File: src/rtl/pipeline_controller.sv
// pipeline_controller: ID decode, EX/MEM/WB control staging, stall and flush.
// Define PERF_COUNT_EN to add saturating stall_count / flush_count outputs.
module pipeline_controller #(
    parameter int INST_W = 19,
    parameter int CNT_W  = 16
) (
    input  logic              clk,
    input  logic              reset,
    input  logic [INST_W-1:0] IF_ID_instruction,
    input  logic              C,
    input  logic              Z,
    output logic [1:0]        pc_mux,
    output logic              push,
    output logic              pop,
    output logic              reg_B_mux,
    output logic [2:0]        alu_op,
    output logic              alu_in_mux,
    output logic              alu_use_carry,
    output logic              select_c,
    output logic              select_z,
    output logic              write_c,
    output logic              write_z,
    output logic              mem_write,
    output logic              reg_write,
    output logic [1:0]        reg_write_mux,
    output logic              stall,
    output logic              flush
`ifdef PERF_COUNT_EN
    ,
    output logic [CNT_W-1:0]  stall_count,
    output logic [CNT_W-1:0]  flush_count
`endif
);

    logic [18:0] w_ins;
    logic [1:0]  w_sub;
    logic        w_id_ok;
    logic        w_taken;

    logic [2:0]  w_alu_op;
    logic        w_in_mux, w_carry, w_sel_c, w_sel_z;
    logic        w_wc, w_wz, w_mw, w_rw, w_lw;
    logic [1:0]  w_rwm;
    logic [1:0]  w_pc;
    logic        w_push, w_pop, w_rbm, w_br;
    logic        w_rd_a, w_rd_b, w_rd_s;
    logic        w_lu, w_fh, w_stall;

    logic [2:0]  r_ex_alu_op;
    logic        r_ex_in_mux, r_ex_carry, r_ex_sel_c, r_ex_sel_z;
    logic        r_ex_wc, r_ex_wz, r_ex_mw, r_ex_rw, r_ex_lw;
    logic [1:0]  r_ex_rwm;
    logic [2:0]  r_ex_rd;
    logic        r_mem_mw, r_mem_rw;
    logic [1:0]  r_mem_rwm;
    logic        r_wb_rw;
    logic [1:0]  r_wb_rwm;
    logic        r_kill;

    assign w_ins   = IF_ID_instruction[18:0];
    assign w_sub   = w_ins[15:14];
    // The slot right after a flush holds a squashed fetch; it never issues.
    assign w_id_ok = reset & ~r_kill;
    assign w_taken = (w_sub[1] ? C : Z) ^ w_sub[0];

    // Decode the ID instruction; a register source is flagged only if read.
    always_comb begin
        w_alu_op = 3'b000;
        w_in_mux = 1'b0;
        w_carry  = 1'b0;
        w_sel_c  = 1'b0;
        w_sel_z  = 1'b0;
        w_wc     = 1'b0;
        w_wz     = 1'b0;
        w_mw     = 1'b0;
        w_rw     = 1'b0;
        w_rwm    = 2'b00;
        w_lw     = 1'b0;
        w_pc     = 2'b00;
        w_push   = 1'b0;
        w_pop    = 1'b0;
        w_rbm    = 1'b0;
        w_br     = 1'b0;
        w_rd_a   = 1'b0;
        w_rd_b   = 1'b0;
        w_rd_s   = 1'b0;
        if (w_id_ok) begin
            unique case (1'b1)
                !w_ins[18]: begin
                    w_alu_op = w_ins[16:14];
                    w_in_mux = w_ins[17];
                    w_carry  = (w_ins[16:14] == 3'b001) ||
                               (w_ins[16:14] == 3'b011);
                    w_wc     = 1'b1;
                    w_wz     = 1'b1;
                    w_rw     = 1'b1;
                    w_rd_a   = 1'b1;
                    w_rd_b   = ~w_ins[17];
                end
                (w_ins[18:16] == 3'b110): begin
                    w_sel_c = 1'b1;
                    w_sel_z = 1'b1;
                    w_wc    = 1'b1;
                    w_wz    = 1'b1;
                    w_rw    = 1'b1;
                    w_rwm   = 2'b01;
                    w_rd_a  = 1'b1;
                end
                (w_ins[18:16] == 3'b100): begin
                    case (w_sub)
                        2'b00: begin
                            w_rw   = 1'b1;
                            w_rwm  = 2'b10;
                            w_lw   = 1'b1;
                            w_rd_a = 1'b1;
                        end
                        2'b01: begin
                            w_mw   = 1'b1;
                            w_rbm  = 1'b1;
                            w_rd_a = 1'b1;
                            w_rd_s = 1'b1;
                        end
                        default: ;
                    endcase
                end
                (w_ins[18:16] == 3'b101): begin
                    w_br = 1'b1;
                    w_pc = w_taken ? 2'b01 : 2'b00;
                end
                (w_ins[18:16] == 3'b111): begin
                    case (w_sub)
                        2'b00: w_pc = 2'b10;
                        2'b01: begin
                            w_pc   = 2'b10;
                            w_push = 1'b1;
                        end
                        2'b10: begin
                            w_pc  = 2'b11;
                            w_pop = 1'b1;
                        end
                        default: ;
                    endcase
                end
            endcase
        end
    end

    assign w_lu = r_ex_lw & (
        (w_rd_a & (w_ins[10:8]  == r_ex_rd)) |
        (w_rd_b & (w_ins[7:5]   == r_ex_rd)) |
        (w_rd_s & (w_ins[13:11] == r_ex_rd)));
    assign w_fh    = w_br & (w_sub[1] ? r_ex_wc : r_ex_wz);
    assign w_stall = w_lu | w_fh;

    assign stall         = w_stall;
    assign flush         = ~w_stall & (w_pc != 2'b00);
    assign pc_mux        = w_stall ? 2'b00 : w_pc;
    assign push          = w_push & ~w_stall;
    assign pop           = w_pop & ~w_stall;
    assign reg_B_mux     = w_rbm;
    assign alu_op        = r_ex_alu_op;
    assign alu_in_mux    = r_ex_in_mux;
    assign alu_use_carry = r_ex_carry;
    assign select_c      = r_ex_sel_c;
    assign select_z      = r_ex_sel_z;
    assign write_c       = r_ex_wc;
    assign write_z       = r_ex_wz;
    assign mem_write     = r_mem_mw;
    assign reg_write     = r_wb_rw;
    assign reg_write_mux = r_wb_rwm;

    // Advance controls ID->EX->MEM->WB; a stall drops a bubble into EX.
    always_ff @(posedge clk) begin
        if (!reset) begin
            r_ex_alu_op <= 3'b000;
            r_ex_in_mux <= 1'b0;
            r_ex_carry  <= 1'b0;
            r_ex_sel_c  <= 1'b0;
            r_ex_sel_z  <= 1'b0;
            r_ex_wc     <= 1'b0;
            r_ex_wz     <= 1'b0;
            r_ex_mw     <= 1'b0;
            r_ex_rw     <= 1'b0;
            r_ex_rwm    <= 2'b00;
            r_ex_lw     <= 1'b0;
            r_ex_rd     <= 3'b000;
            r_mem_mw    <= 1'b0;
            r_mem_rw    <= 1'b0;
            r_mem_rwm   <= 2'b00;
            r_wb_rw     <= 1'b0;
            r_wb_rwm    <= 2'b00;
            r_kill      <= 1'b0;
        end else begin
            if (w_stall) begin
                r_ex_alu_op <= 3'b000;
                r_ex_in_mux <= 1'b0;
                r_ex_carry  <= 1'b0;
                r_ex_sel_c  <= 1'b0;
                r_ex_sel_z  <= 1'b0;
                r_ex_wc     <= 1'b0;
                r_ex_wz     <= 1'b0;
                r_ex_mw     <= 1'b0;
                r_ex_rw     <= 1'b0;
                r_ex_rwm    <= 2'b00;
                r_ex_lw     <= 1'b0;
                r_ex_rd     <= 3'b000;
            end else begin
                r_ex_alu_op <= w_alu_op;
                r_ex_in_mux <= w_in_mux;
                r_ex_carry  <= w_carry;
                r_ex_sel_c  <= w_sel_c;
                r_ex_sel_z  <= w_sel_z;
                r_ex_wc     <= w_wc;
                r_ex_wz     <= w_wz;
                r_ex_mw     <= w_mw;
                r_ex_rw     <= w_rw;
                r_ex_rwm    <= w_rwm;
                r_ex_lw     <= w_lw;
                r_ex_rd     <= w_lw ? w_ins[13:11] : 3'b000;
            end
            r_mem_mw  <= r_ex_mw;
            r_mem_rw  <= r_ex_rw;
            r_mem_rwm <= r_ex_rwm;
            r_wb_rw   <= r_mem_rw;
            r_wb_rwm  <= r_mem_rwm;
            r_kill    <= flush;
        end
    end

`ifdef PERF_COUNT_EN
    logic [CNT_W-1:0] r_stall_cnt;
    logic [CNT_W-1:0] r_flush_cnt;
    localparam logic [CNT_W-1:0] ONE = {{(CNT_W-1){1'b0}}, 1'b1};

    // Saturating counts of stall and flush cycles.
    always_ff @(posedge clk) begin
        if (!reset) begin
            r_stall_cnt <= '0;
            r_flush_cnt <= '0;
        end else begin
            if (stall && (r_stall_cnt != {CNT_W{1'b1}}))
                r_stall_cnt <= r_stall_cnt + ONE;
            if (flush && (r_flush_cnt != {CNT_W{1'b1}}))
                r_flush_cnt <= r_flush_cnt + ONE;
        end
    end

    assign stall_count = r_stall_cnt;
    assign flush_count = r_flush_cnt;
`endif

endmodule

File: config.mk
export PLATFORM = sky130hd
export DESIGN_NAME = pipeline_controller
export DESIGN_NICKNAME = d
export VERILOG_FILES = /design/src/rtl/pipeline_controller.sv
export SDC_FILE = /design/constraint.sdc
export NUM_CORES = 1
export LEC_CHECK = 0
export CORE_MARGIN = 2
export CORE_UTILIZATION = 60
export DETAILED_ROUTE_END_ITERATION = 10
export DONT_BUFFER_PORTS = 1
export GPL_TIMING_DRIVEN = 0
export HOLD_SLACK_MARGIN = 0.12
export PLACE_DENSITY = 0.79
export SYNTH_ARGS = -nofsm -noshare
export SYNTH_HDL_FRONTEND = slang
export SYNTH_SLANG_ARGS = --single-unit
File: constraint.sdc
create_clock -name clk -period 3.4 [get_ports clk]
set_clock_uncertainty 0.05 [all_clocks]
set_input_delay 0.17 -clock clk [delete_from_list [all_inputs] [get_ports clk]]
set_output_delay 0.17 -clock clk [all_outputs]
set_load 0.03 [all_outputs]
# Word level (Yosys, flattened, before mapping)
# Index checks and enable logic that the tools add are counted.
# word_totals
reg_bits,23
latchBits,0
ram_bits,0
romBits,0
output_inout_bits,20
elab_cells,85
n_memories,0
# op_classes
n_addsub,0
multipliers,0
n_div,0
order_cmp,0
eq_ne,11
shift,0
mux,29
n_bitwise,19
n_reduce_logical,10
# ops
operator,n
two-way mux 1 bit,21
== test 3 bit (second input constant),4
one-hot mux 2 bit (2 select lines),3
bitwise AND 1 bit,9
== test 3 bit,3
two-way mux 2 bit,3
NOT 1 bit,6
OR reduction 2 bit,3
OR reduction 3 bit,2
one-hot mux 1 bit (2 select lines),2
OR reduction 4 bit,1
== test 3 x 1 -> 1 bit (second input constant),1
== test 3 x 2 -> 1 bit (second input constant),1
OR 1 bit,3
== test 2 x 1 -> 1 bit (second input constant),1
== test 2 bit (second input constant),1
logical NOT 2 bit,1
nonzero test 2 bit,1
logical NOT 1 bit,1
logical OR 1 bit,1
XOR 1 bit,1

# Logic depth before layout (Yosys ltp)
# logic_depth
ltp_word,12
depth_mapped,5
ltp_nobuf,4

# Least setup slack after synthesis
# Ideal clock, no wire load.
# synth_timing
path_type,flip-flop to output port
start,register r_kill
end,output port push
arrival_time_ns,1.506
required_ns,3.180
path_slack_ns,1.674
path_stages_with_launch,3
path_buffers,0
cell_sequence,dfxtp_1 nand4b_1 nor4_1
# synth_between
elab_chain_len,10
elab_cells_between_ends,17
# synth_lines
item,line,text
start: declaration,58,logic r_kill;
start signal: assignment,226,r_kill <= flush;
NOT 1 bit *,63,assign w_id_ok = reset & ~r_kill;
bitwise AND 1 bit *,63,
two-way mux 1 bit,87,if (w_id_ok) begin
bitwise AND 1 bit (on tied branches),"149, 150",
OR 1 bit,149,(w_rd_a & (w_ins[10:8] == r_ex_rd)) |
OR 1 bit,150,(w_rd_b & (w_ins[7:5] == r_ex_rd)) |
bitwise AND 1 bit,148,assign w_lu = r_ex_lw & (
OR 1 bit,153,assign w_stall = w_lu | w_fh;
NOT 1 bit,158,assign push = w_push & ~w_stall;
bitwise AND 1 bit *,158,
end: declaration,13,"output logic push,"
# Every way passes the cells marked *; elsewhere a longest branch is shown, timed or not.

# Final worst setup path
# layout_timing
start,input port IF_ID_instruction[16]
end,output port stall
# layout_between
elab_chain_len,9
elab_cells_between_ends,17
# layout_lines
item,line,text
start: declaration,9,"input logic [INST_W-1:0] IF_ID_instruction,"
== test 3 bit,100,(w_ins[18:16] == 3'b110): begin
OR reduction 2 bit (no line),--,
one-hot mux 1 bit (2 select lines),88,unique case (1'b1)
two-way mux 1 bit,87,
bitwise AND 1 bit,149,
OR 1 bit,149,
OR 1 bit,150,
bitwise AND 1 bit,148,
OR 1 bit *,153,
end: declaration,26,"output logic stall,"
# Marked as above.

==> results.sh <==
export IMPL_power_internal_mw=0.347
export IMPL_swShare_pct=26.2
export IMPL_syn_avg_cell_area_um2=10.3
export IMPL_synth_warnings=0
export IMPL_fin_area_um2=1160
export IMPL_synth_edff_count=0
export IMPL_nNetsFinal=136
export IMPL_gp_congestion=0.876
export IMPL_die_w_um=45.3
export IMPL_layout_drive_gt1_share_pct=12.5
export IMPL_insertion_delay_ns=0.31
export IMPL_tightestPinTransition_ns=1.26
export IMPL_drc=0
export IMPL_timing_rr_start="r_ex_rd[1]"
export IMPL_io_buffers=0
export IMPL_clock_sinks=23
export IMPL_drt_first_pass_iters=4
export IMPL_ys_seq_elements=23
export IMPL_tns_ns=0
export IMPL_clock_path_buffers=2
export IMPL_yosysTopAreaCell="dfxtp_1"
export IMPL_grt_pass1_vias=765
export IMPL_rrSetupSlack_ns=1.74
export IMPL_drt_iter0_markers=26
export IMPL_synth_nets=122
export IMPL_root_buffer="clkbuf_4"
export IMPL_status="finished, final reports clean"
export IMPL_io_pins=43
export IMPL_grt_max_degree=14
export IMPL_core_um2=1560
export IMPL_cellLeakagePower_nw=0.457
export IMPL_grt_pass1_wl_um=3350
export IMPL_min_period_ns=2.50
export IMPL_post_cts_buffers=0
export IMPL_fmax_ghz=0.401
export IMPL_criticalPathCategory="primary input to output pin"
export IMPL_max_slew_margin_pct=15.1
export IMPL_wl_um=2000
export IMPL_setup_viol=0
export IMPL_critPathLaunchType="primary input"
export IMPL_power_density_nw_per_um2=406
export IMPL_power_switching_mw=0.123
export IMPL_crit_arrival_ns=2.28
export IMPL_cts_max_level=1
export IMPL_path_max_fanout=9
export IMPL_synthesis_area_um2=1020
export IMPL_final_common_cell="dfxtp_1"
export IMPL_clkPwrFrac_pct=25.7
export IMPL_fin_total_pwr_mw=0.471
export IMPL_power_frac_seq_pct=61.2
export IMPL_cts_buffers=3
export IMPL_yosysSeqAreaShare_pct=45.1
export IMPL_die_height_um=45.3
export IMPL_holdWs_ns=0.186
export IMPL_syn_inst=99
export IMPL_final_cell_mix="dfxtp_1 (23), and2_1 (10), dlygate4sd3_1 (9)"
export IMPL_grt_overflow=0
export IMPL_max_vdd_ir_drop_mv=0.389
export IMPL_groute_usage_overall_pct=23.1
export IMPL_postSynth_asyncResetShare_pct=0
export IMPL_cts_tree="built"
export IMPL_antenna_found_initial=0
export IMPL_initial_core_util_pct=65.5
export IMPL_min_delay_start="IF_ID_instruction[17]"
export IMPL_die_area_um2=2050
export IMPL_area_delta_synth_final_pct=13.5
export IMPL_n_antenna_cell=0
export IMPL_slew_viol_final=0
export IMPL_hold_violations=0
export IMPL_postPlaceCellArea_um2=1040
export IMPL_dp_hpwl_um=1420
export IMPL_synth_area_top_cells="dfxtp_1 (45%), and2_1 (6.1%), xnor2_1 (6.0%)"
export IMPL_max_cap_viol_count=0
export IMPL_critPathLaunch="IF_ID_instruction[16]"
export IMPL_clkSlewWorstSetupHoldPaths_ns=0.12
export IMPL_hp_class="primary input to register"
export IMPL_ant_nets=0
export IMPL_cp_end_kind="output pin"
export IMPL_fin_crit_sh_pct=73.4
export IMPL_combPwrFrac_pct=13.1
export IMPL_synthFlopType="dfxtp_1"
export IMPL_synth_top_area_share_pct=45.1
export IMPL_synth_cell_type_count=38
export IMPL_rsz0062_at_grt="false"
export IMPL_final_util_pct=74.3
export IMPL_routed_via_density=6.05
export IMPL_vias=775
export IMPL_rows=14
export IMPL_drt_wirelength_per_cell_um=15.6
export IMPL_cp_required_ns=3.18
per-layer routing:
layer,global-route usage (%),vias to the layer above,routed length (µm)
met3,8.00,6,125
li1,-,381,-
met5,0,-,0
met1,28.4,353,836
met2,36.9,35,1000
met4,9.41,0,36
worst max-delay path, cell delays in order:
cell,delay (ns)
dlygate4sd3_1,0.55
buf_6,0.15
nor4b_4,0.31
nand2_2,0.13
o41ai_4,0.60
a21bo_1,0.36
flip-flops by register name (all words and copies together) (netlist names):
| signal | count |
|---|---|
| reg_write | 1 |
| r_ex_rw | 1 |
| r_kill | 1 |
| write_z | 1 |
| reg_write_mux | 2 |
| select_z | 1 |
| r_ex_lw | 1 |
| r_ex_rwm | 2 |
| r_ex_rd | 3 |
| r_mem_rw | 1 |
| alu_in_mux | 1 |
| mem_write | 1 |
| r_ex_mw | 1 |
| r_mem_rwm | 2 |
| alu_use_carry | 1 |
| alu_op | 3 |
through the flow:
stage	setup slack (ns)	std cells
after floorplan	1.67	99
after global placement	1.54	115
after detailed placement	1.49	115
after CTS	0.914	127
after global routing	0.790	128
final	0.905	128
power groups by stage:
stage,Sequential (mW),Clock (mW),Combinational (mW)
5_1_grt,0.289,0.144,0.0665
2_1_floorplan,0.293,0,0.0432
4_1_cts,0.288,0.128,0.0601
6_report,0.288,0.121,0.0616
3_3_place_gp,0.294,0,0.0484
3_5_place_dp,0.294,0,0.0503
final timing paths:
path | to | cells after the start
max reg2reg | alu_op[2] | 4
min | write_z | 3
max | stall | 6
min reg2reg | reg_write_mux[1] | 1
logic make-up after synthesis:
logic type                count (synthesis)  synth area share [%]
buffers and inverters                    11                  5.64
xor gates and xnor gates                 10                  8.58
muxes                                     1                 0.980
AOI/OAI and AO/OA                        21                  18.3
DFF                                      23                  45.1
and+or+nand+nor                          33                  21.4
area by class of cell:
class / count / area (µm²)
multi-input cells: 65 / 503
flip-flops and latches: 23 / 460
fillers: 112 / 400
repair buffers: 9 / 90.1
plain buffers: 6 / 38.8
clock buffers: 3 / 22.5
well taps: 16 / 20.0
inverters: 5 / 18.8
clock inverters: 1 / 5.00
cells in the mapped netlist (all sizes together) (3+ instances only):
cell and instances:
a21oi 4, xor2 3, a2111oi 4, and2 10, xnor2 7, buf 4, nor2 5, nand2 3
dfxtp 23, nor4b 3, inv 5
timing repair:
action,4_1_cts,5_1_grt
resized for setup,0,0
hold buffers,8,1
endpoints found under the hold margin,20,1
(Power assumes the default switching activity.)
